--- src/rtl/pi_pkg.sv ---
// Shared types, limits and index helper for the row-serial Pi column permutation.
package pi_pkg;

    localparam int unsigned PI_ROWS_MIN = 4;
    localparam int unsigned PI_ROWS_MAX = 10;
    localparam int unsigned PI_COLS     = 4;
    localparam int unsigned PI_BYTE_W   = 8;

    // Element [PI_COLS-1] is column 0 (the most significant byte).
    typedef logic [PI_COLS-1:0][PI_BYTE_W-1:0] pi_row_t;

    // Source row feeding output (row, col); col < rows, so one correction step is enough.
    function automatic int unsigned pi_src_row(input int unsigned row, input int unsigned col,
                                               input logic inv, input int unsigned rows);
        int unsigned idx;
        if (inv) begin
            idx = row + col;
            if (idx >= rows) idx = idx - rows;
        end else if (row >= col) begin
            idx = row - col;
        end else begin
            idx = row + rows - col;
        end
        return idx;
    endfunction

endpackage

--- src/rtl/pi_stream_bank.sv ---
// One ROWS-deep row store with full flag; the mode bit exists only with PI_STREAM_INVERSE_EN.
module pi_stream_bank
    import pi_pkg::*;
#(
    parameter int unsigned ROWS = 4
) (
    input  logic                    clk,
    input  logic                    rst_n,
    input  logic                    wr_en,
    input  logic [$clog2(ROWS)-1:0] wr_addr,
    input  pi_row_t                 wr_data,
    input  logic                    set_full,
    input  logic                    clr_full,
`ifdef PI_STREAM_INVERSE_EN
    input  logic                    wr_inv,
    output logic                    mode,
`endif
    output logic                    full,
    output pi_row_t                 rows [ROWS]
);

    pi_row_t mem_q [ROWS];
    logic    full_q;

    always_ff @(posedge clk) begin
        if (wr_en) mem_q[wr_addr] <= wr_data;
    end

    always_ff @(posedge clk or negedge rst_n) begin
        if (!rst_n) begin
            full_q <= 1'b0;
        end else if (set_full) begin
            full_q <= 1'b1;
        end else if (clr_full) begin
            full_q <= 1'b0;
        end
    end

`ifdef PI_STREAM_INVERSE_EN
    logic mode_q;

    // Mode is captured with row 0 and applies to the whole matrix.
    always_ff @(posedge clk or negedge rst_n) begin
        if (!rst_n) begin
            mode_q <= 1'b0;
        end else if (wr_en && (wr_addr == '0)) begin
            mode_q <= wr_inv;
        end
    end

    assign mode = mode_q;
`endif

    assign full = full_q;
    assign rows = mem_q;

endmodule

--- src/rtl/pi_stream.sv ---
// Row-serial Pi column permutation with a ping-pong bank pair.
// Inverse Pi is available when PI_STREAM_INVERSE_EN is defined.
module pi_stream
    import pi_pkg::*;
#(
    parameter int unsigned ROWS = 4
) (
    input  logic        clk,
    input  logic        rst_n,
    input  logic        in_valid,
    output logic        in_ready,
    input  logic [31:0] in_row,
    input  logic        in_inv,
    output logic        out_valid,
    input  logic        out_ready,
    output logic [31:0] out_row,
    output logic        out_last
);

    localparam int unsigned   CW   = $clog2(ROWS);
    localparam logic [CW-1:0] LAST = CW'(ROWS - 1);

    if ((ROWS < PI_ROWS_MIN) || (ROWS > PI_ROWS_MAX)) begin : g_rows_check
        $error("pi_stream: ROWS must be within 4..10");
    end

    logic          wbank_q, wbank_d, rbank_q, rbank_d;
    logic [CW-1:0] wcnt_q, wcnt_d, rcnt_q, rcnt_d;
    logic          in_fire, out_fire, wr_last, rd_last;
    logic          full0, full1, rd_mode;
    pi_row_t       rows0 [ROWS];
    pi_row_t       rows1 [ROWS];
    pi_row_t       row_mux;
    int unsigned   src_idx;
    logic [CW-1:0] src_sel;

    assign in_ready  = wbank_q ? !full1 : !full0;
    assign out_valid = rbank_q ? full1 : full0;
    assign in_fire   = in_valid && in_ready;
    assign out_fire  = out_valid && out_ready;
    assign wr_last   = (wcnt_q == LAST);
    assign rd_last   = (rcnt_q == LAST);

`ifdef PI_STREAM_INVERSE_EN
    logic mode0, mode1;
    assign rd_mode = rbank_q ? mode1 : mode0;
`else
    logic unused_in_inv;
    assign unused_in_inv = in_inv;
    assign rd_mode       = 1'b0;
`endif

    pi_stream_bank #(
        .ROWS(ROWS)
    ) u_bank0 (
        .clk      (clk),
        .rst_n    (rst_n),
        .wr_en    (in_fire && !wbank_q),
        .wr_addr  (wcnt_q),
        .wr_data  (in_row),
        .set_full (in_fire && !wbank_q && wr_last),
        .clr_full (out_fire && !rbank_q && rd_last),
`ifdef PI_STREAM_INVERSE_EN
        .wr_inv   (in_inv),
        .mode     (mode0),
`endif
        .full     (full0),
        .rows     (rows0)
    );

    pi_stream_bank #(
        .ROWS(ROWS)
    ) u_bank1 (
        .clk      (clk),
        .rst_n    (rst_n),
        .wr_en    (in_fire && wbank_q),
        .wr_addr  (wcnt_q),
        .wr_data  (in_row),
        .set_full (in_fire && wbank_q && wr_last),
        .clr_full (out_fire && rbank_q && rd_last),
`ifdef PI_STREAM_INVERSE_EN
        .wr_inv   (in_inv),
        .mode     (mode1),
`endif
        .full     (full1),
        .rows     (rows1)
    );

    always_comb begin
        wcnt_d  = wcnt_q;
        wbank_d = wbank_q;
        rcnt_d  = rcnt_q;
        rbank_d = rbank_q;
        if (in_fire) begin
            if (wr_last) begin
                wcnt_d  = '0;
                wbank_d = !wbank_q;
            end else begin
                wcnt_d = wcnt_q + CW'(1);
            end
        end
        if (out_fire) begin
            if (rd_last) begin
                rcnt_d  = '0;
                rbank_d = !rbank_q;
            end else begin
                rcnt_d = rcnt_q + CW'(1);
            end
        end
    end

    always_ff @(posedge clk or negedge rst_n) begin
        if (!rst_n) begin
            wcnt_q  <= '0;
            wbank_q <= 1'b0;
            rcnt_q  <= '0;
            rbank_q <= 1'b0;
        end else begin
            wcnt_q  <= wcnt_d;
            wbank_q <= wbank_d;
            rcnt_q  <= rcnt_d;
            rbank_q <= rbank_d;
        end
    end

    // Each output column reads its own, diagonally offset row of the draining bank.
    always_comb begin
        row_mux = '0;
        src_idx = '0;
        src_sel = '0;
        for (int j = 0; j < PI_COLS; j++) begin
            src_idx = pi_src_row(32'(rcnt_q), unsigned'(j), rd_mode, ROWS);
            src_sel = CW'(src_idx);
            row_mux[PI_COLS-1-j] = rbank_q ? rows1[src_sel][PI_COLS-1-j]
                                           : rows0[src_sel][PI_COLS-1-j];
        end
        if (!out_valid) row_mux = '0;
    end

    assign out_row  = row_mux;
    assign out_last = out_valid && rd_last;

endmodule
--- config.mk ---
export PLATFORM = sky130hd
export DESIGN_NAME = pi_stream
export DESIGN_NICKNAME = d
export VERILOG_FILES = /design/src/rtl/pi_pkg.sv /design/src/rtl/pi_stream_bank.sv /design/src/rtl/pi_stream.sv
export SDC_FILE = /design/constraint.sdc
export NUM_CORES = 1
export LEC_CHECK = 0
export CELL_PAD_IN_SITES_DETAIL_PLACEMENT = 1
export CELL_PAD_IN_SITES_GLOBAL_PLACEMENT = 2
export CORE_MARGIN = 2
export CORE_UTILIZATION = 39
export DETAILED_ROUTE_END_ITERATION = 7
export PLACE_DENSITY_LB_ADDON = 0.1
export SYNTH_ARGS = -nofsm -noshare
export SYNTH_HDL_FRONTEND = slang
export SYNTH_HIERARCHICAL = 1
export SYNTH_SLANG_ARGS = --single-unit
--- constraint.sdc ---
create_clock -name clk -period 3.2 [get_ports clk]
set_input_delay 0.64 -clock clk [delete_from_list [all_inputs] [get_ports clk]]
set_output_delay 0.64 -clock clk [all_outputs]
set_load 0.05 [all_outputs]
==> results of run 1 <==
[layout by cell type, fill, tap and decap left out, types with 4 or more instances in the layout]
cell type	count
clkbuf_1	10
o221ai_1	9
clkdlybuf4s50_1	38
clkinv_1	4
dfrtp_1	7
buf_4	20
clkbuf_8	5
o221ai_2	23
clkbuf_16	29
o22a_1	32
buf_12	40
mux2i_1	129
edfxtp_1	256
[power breakdown]
group          internal, W  switching (W)
clock              0.00177        0.00122
combinational      0.00269        0.00331
sequential         0.00420       0.000218
total              0.00865        0.00474
[through the flow]
stage               hold WS [ns]  TNS [ns]
floorplan                  0.344         0
global placement           0.527         0
detailed placement         0.581         0
CTS                        0.413         0
global route               0.437   -0.0107
finish                     0.419         0
[cells by family after synthesis]
family | Yosys count
AND/OR/NAND/NOR | 32
buffers and inverters | 29
multiplexers | 134
flip-flops | 264
AO/OA/AOI/OAI | 68
adder cells (fa/ha/maj) | 2
[how the worst max path moves through the flow]
stage	startpoint	to	slack, ns
6_report	rcnt_q[1]	out_row[3]	0.09
3_5_place_dp	in_valid	u_bank0/rows[19]	0.38
4_1_cts	rcnt_q[1]	out_row[5]	0.06
2_1_floorplan	in_valid	u_bank0/rows[32]	0.40
3_3_place_gp	rcnt_q[1]	out_row[0]	0.47
5_1_grt	rbank_q	out_row[8]	-0.01
[registers in the layout, indices dropped and copies added, names as in the netlist]
name          cells
rbank_q           1
u_bank1/rows    128
wbank_q           1
u_bank0/full      1
wcnt_q            2
u_bank1/full      1
u_bank0/rows    128
rcnt_q            2
[layer usage]
| metal | part of all wire [%] | routed length (µm) |
|---|---|---|
| met4 | 1.3 | 284 |
| met1 | 47 | 10500 |
| met3 | 3.3 | 749 |
| met5 | 0 | 0 |
| met2 | 49 | 10900 |
[area by class of cell]
class | instances | area [µm²] | share of cell area, %
sequential | 264 | 7890 | 60.9
multi-input combinational | 236 | 2420 | 18.7
timing repair buffer | 99 | 1350 | 10.4
clock buffer | 44 | 832 | 6.42
tap | 341 | 427 | 3.29
clock inverter | 7 | 30.0 | 0.232
inverter | 2 | 7.51 | 0.0580
antenna | 1 | 2.50 | 0.0193
[repair_timing]
item                                    4_1_cts  5_1_grt
pin swaps                                     1        1
hold endpoints to repair                      0        0
gates resized for setup                       1        0
setup buffers                                 2        3
endpoints found under the setup margin       12        5
[worst max-delay path: cells and delay by family (launching register included)]
family                     cells  cell delay, ns
DFF                            1            0.49
adders and majority gates      1            0.45
AOI/OAI and AO/OA              2            0.43
buffers and inverters          2            0.39
muxes                          1            0.18
==> results.md, run 1 <==
- Status: complete, no violations
- Vias per cell: 5.23
- Finished Layout Cells: 994
- Worst Path Required: 2.56 ns
- Post-Synth XOR/XNOR Area: 0%
- Area of placed instances: 12000 µm²
- Origin of the critical flop-to-flop path: u_bank0/full
- Synth cell count leaders: 256 x edfxtp_1, 129 x mux2i_1, 32 x o22a_1
- Syn avg cell area: 19.9 µm²
- HPWL after DPL: 12900 µm
- DP Cell Count: 937
- Synth area leader: edfxtp_1
- PnR worst setup slack: 0.0884 ns
- Met1 Use GR: 22.2%
- WP data arrival: 2.47 ns
- GRT met2 Usage: 27.2%
- Reg2reg path depth: 3
- Final Util: 48.5%
- Syn. warnings: 6
- Area grow syn2layout: 23.2%
- Share of layout cells above drive strength 1: 21.8%
- Remaining Overflow, GRT: 0
- Initial Util: 39.3%
- Mux contribution to synthesized area: 12.9%
- Largest family of logic cells by synthesized area: multiplexers
- Clock sinks: 264
- Worst R2R End: u_bank0/rows[23]
- Crit path kind: register to output port
- R2R Setup Slk: 1.09 ns
- Crit path cell chain: ha_4, buf_4, mux2i_1, o22a_1, o221ai_1, buf_12
- Worst slew pin tran: 0.688 ns
- First-pass GRT wire length: 33900 µm
- Port bufs: 70
- Nets: 670
- Sequential fraction of the synthesis area: 75.0%
- DR iter-0 viols: 307
- Gr busiest metal: met2
- CTS H-tree lvls: 1
- CTS buffer count: 28
- WL final: 22500 µm
- Library cells used by synthesis: 31
- Fill cells: 2435
- Synth Area in Compound Gates: 6.92%
- Power per Cell Area: 1030 nW/µm²
- Skew-Pair Late Insertion Delay: 0.53 ns
- GPL Wtd Cong: 0.679
- Largest cells by area after synthesis: edfxtp_1 73%, mux2i_1 12%, o221ai_2 3.1%, o22a_1 2.7%, dfrtp_1 1.9%
- Number of global-route vias before repair: 5635
- Post-synthesis adder-cell area fraction: 0.238%
- Synthesized area: 10500 µm²
- Top cell type's share of synthesized area: 73.1%
- Synth Flop Type: edfxtp_1
- Pre-Repair DR Iteration Count: 4
- Worst path max stage delay: 0.49 ns
- Post-route DRC: 0
- Hold Crit Class: input port to async pin
- Syn Inst Count: 529
- Final Hold Vio Count: 0
- Max_cap viols: 0
- Worst setup EP type: output port
- Fmax: 0.321 GHz
- Crit start category: register
- Final setup vio count: 0
- Post-Place Worst Slack: 0.381 ns
- Total GRT Usage: 16.0%
- Count leader, synth: edfxtp_1
- Syn Nets: 568
- Routed length per instance: 22.6 µm
- DRT antenna net count: 0
- Hold buffer count at cts: 0
- Crit path max fanout: 8
- Rows: 60
- Reg clk slew, reported paths: 0.06 ns
- Worst slew margin: 54.0%
- Async S/R FF share, synth: 3.03%
- Crit path max-delay cell type: dfrtp_1
- Worst Skew: 0.0105 ns
- Simple-gate share of the synthesized area: 2.43%
- Worst vdd ir: 0.663 mV
- Fin crit share: 97.2%
- Maximum clock insertion buffer count: 3
- Initial antenna violation count: 0
- PnR Total Power: 0.0134 W
- RSZ-0062 raised after global routing: yes
- Die area: 28300 µm²
- CTS tree: yes
- Largest net degree at the start of global routing: 71
- Vias: 5197
- Die W: 168 µm
- Grt met3 use: 2.44%
- Post-synth EDFFs: 256
- Post-synthesis sequential element count: 264
- Crit path time final: 3.11 ns
- Final Instance Area: 13000 µm²
- CTS root buf: clkbuf_16
- Ports: 72
- Fin. max-slew vios: 0
- Die Y-Extent: 168 µm
- Leakage power: 4.52 nW
- Core area: 26700 µm²
Note: power is estimated with default switching activity, not from simulation.
==> run 2, diff against run 1 <==
- SETUP_SLACK_MARGIN: unset -> 0.3
==> run 2 against run 1 <==
Clock skew shrank 0.0016 ns. Fmax is 2.5% higher. Clock-buffer cell count did not move. Critical path depth grew 2. Worst setup slack improved by 0.077 ns. Power rose by 8.2%. Largest cell class unchanged. Highest routed layer unchanged.
==> results.md, run 2 (synthesis gave the netlist of run 1 again) <==
- Post-route DRC: 0
- Hold buffer count at cts: 0
- Vias: 5323
- Skew-Pair Late Insertion Delay: 0.53 ns
- Final setup vio count: 0
- DR iter-0 viols: 287
- Most frequent cells in the layout: 256 x edfxtp_1, 114 x mux2i_1, 43 x buf_12, 37 x clkdlybuf4s50_1, 32 x o22a_1
- Crit path kind: register to output port
- Final Hold Vio Count: 0
- Max_cap viols: 0
- Status: complete, no violations
- Largest net degree at the start of global routing: 36
- Clock sinks: 264
- Power per Cell Area: 1080 nW/µm²
- Crit path max fanout: 7
- PnR worst setup slack: 0.166 ns
- Worst vdd ir: 0.663 mV
- Reg2reg path depth: 3
- Fmax: 0.330 GHz
- Setup TNS: 0 ns
- Share of layout cells above drive strength 1: 27.8%
- Maximum clock insertion buffer count: 3
- Crit start category: register
- Routed length per instance: 23.1 µm
- CTS buffer count: 28
- Worst Path Required: 2.56 ns
- Initial antenna violation count: 0
- Port bufs: 70
- CTS root buf: clkbuf_16
- Die Y-Extent: 168 µm
- Hold Crit Class: input port to async pin
- Worst slew pin tran: 0.585 ns
- Most common cell after layout, fill and taps aside: edfxtp_1
- Initial Util: 39.3%
- Pre-Repair DR Iteration Count: 6
- Vias per cell: 5.24
- Ports: 72
- Crit path max-delay cell type: dfrtp_4
- Post-Place Worst Slack: 0.381 ns
- CTS H-tree lvls: 1
- Fin. max-slew vios: 0
- Remaining Overflow, GRT: 0
- DRT antenna net count: 0
- Number of global-route vias before repair: 5747
- Core area: 26700 µm²
- Final Util: 50.3%
- Worst Skew: 0.00891 ns
- R2R Setup Slk: 1.09 ns
- Nets: 691
- Leakage power: 4.69 nW
- Worst path max stage delay: 0.50 ns
- First-pass GRT wire length: 35000 µm
- Crit path time final: 3.03 ns
- Die area: 28300 µm²
- Total GRT Usage: 16.7%
- Origin of the critical flop-to-flop path: u_bank0/full
- Worst R2R End: u_bank0/rows[4]
- Worst slew margin: 60.9%
- WL final: 23400 µm
- Die W: 168 µm
- HPWL after DPL: 12900 µm
- Critical path's most frequent cell: buf_12
- Fin crit share: 94.8%
- Crit path cell chain: ha_4, buf_12, buf_16, buf_8, buf_4, mux2i_4, o221ai_2, buf_12
- Worst path buffer plus inverter count: 5
- Reg clk slew, reported paths: 0.06 ns
- Area grow syn2layout: 27.9%
- Delay-heaviest family, CP: buffers and inverters
- RSZ-0062 raised after global routing: yes
- CTS tree: yes
- Rows: 60
- Fill cells: 2414
- WP data arrival: 2.39 ns
- Worst setup EP type: output port
- GPL Wtd Cong: 0.679
-- run 2: changes by cell type in the layout (fill, tap and decap cells not counted), sizes merged --
cell,before,now
dlygate4sd2,0,1
clkbuf,44,46
bufbuf,0,1
clkdlybuf4s50,38,37
buf,61,79
-- run 2: worst max-delay path by stage --
stage / start / to / slack, ns / cells after the start
final: rcnt_q[0] / out_row[4] / 0.17 / 8
after global routing: rcnt_q[0] / out_row[4] / 0.08 / 8
after CTS: rcnt_q[0] / out_row[4] / 0.16 / 8
after detailed placement: in_valid / u_bank0/rows[19] / 0.38 / 4
after global placement: rcnt_q[1] / out_row[0] / 0.47 / 6
after floorplan: in_valid / u_bank0/rows[32] / 0.40 / 3
-- run 2: final cells by class --
| cell class | count | area, µm² | share of cell area [%] |
|---|---|---|---|
| Sequential cell | 264 | 7900 | 58.7 |
| Multi-Input combinational cell | 236 | 2570 | 19.1 |
| Timing Repair Buffer | 120 | 1680 | 12.5 |
| Clock buffer | 44 | 832 | 6.19 |
| Tap cell | 341 | 427 | 3.17 |
| Clock inverter | 7 | 30.0 | 0.223 |
| Inverter | 2 | 7.51 | 0.0559 |
| Antenna cell | 1 | 2.50 | 0.0186 |
-- run 2: metrics by stage --
stage / power (W) / instances / hold WS (ns) / instance area, µm²
2_1_floorplan: 0.00822 / 529 / 0.344 / 10500
5_1_grt: 0.0151 / 1014 / 0.437 / 13400
3_5_place_dp: 0.0104 / 937 / 0.581 / 12000
6_report: 0.0145 / 1015 / 0.421 / 13400
4_1_cts: 0.0143 / 1008 / 0.413 / 13300
3_3_place_gp: 0.0103 / 937 / 0.527 / 12000
-- run 2: timing repair --
action                     in CTS  in global routing
buffers inserted               18                  5
gates cloned                    2                  1
gates resized for setup        27                 24
setup endpoints to repair      35                 17
pin swaps                       9                  3
-- run 2: routing by layer --
layer,GRT usage [%],wire length (µm),vias up
li1,-,-,2431
met1,23.2,11000,2775
met2,28.2,11400,96
met3,2.44,840,21
met4,3.22,284,0
met5,0,0,-
-- run 2: power by group --
group | switching [W] | total (W) | leakage, nW | internal [W]
Combinational | 0.00361 | 0.00708 | 1.86 | 0.00347
Clock | 0.00123 | 0.00300 | 0.423 | 0.00177
Sequential | 0.000218 | 0.00442 | 2.41 | 0.00420
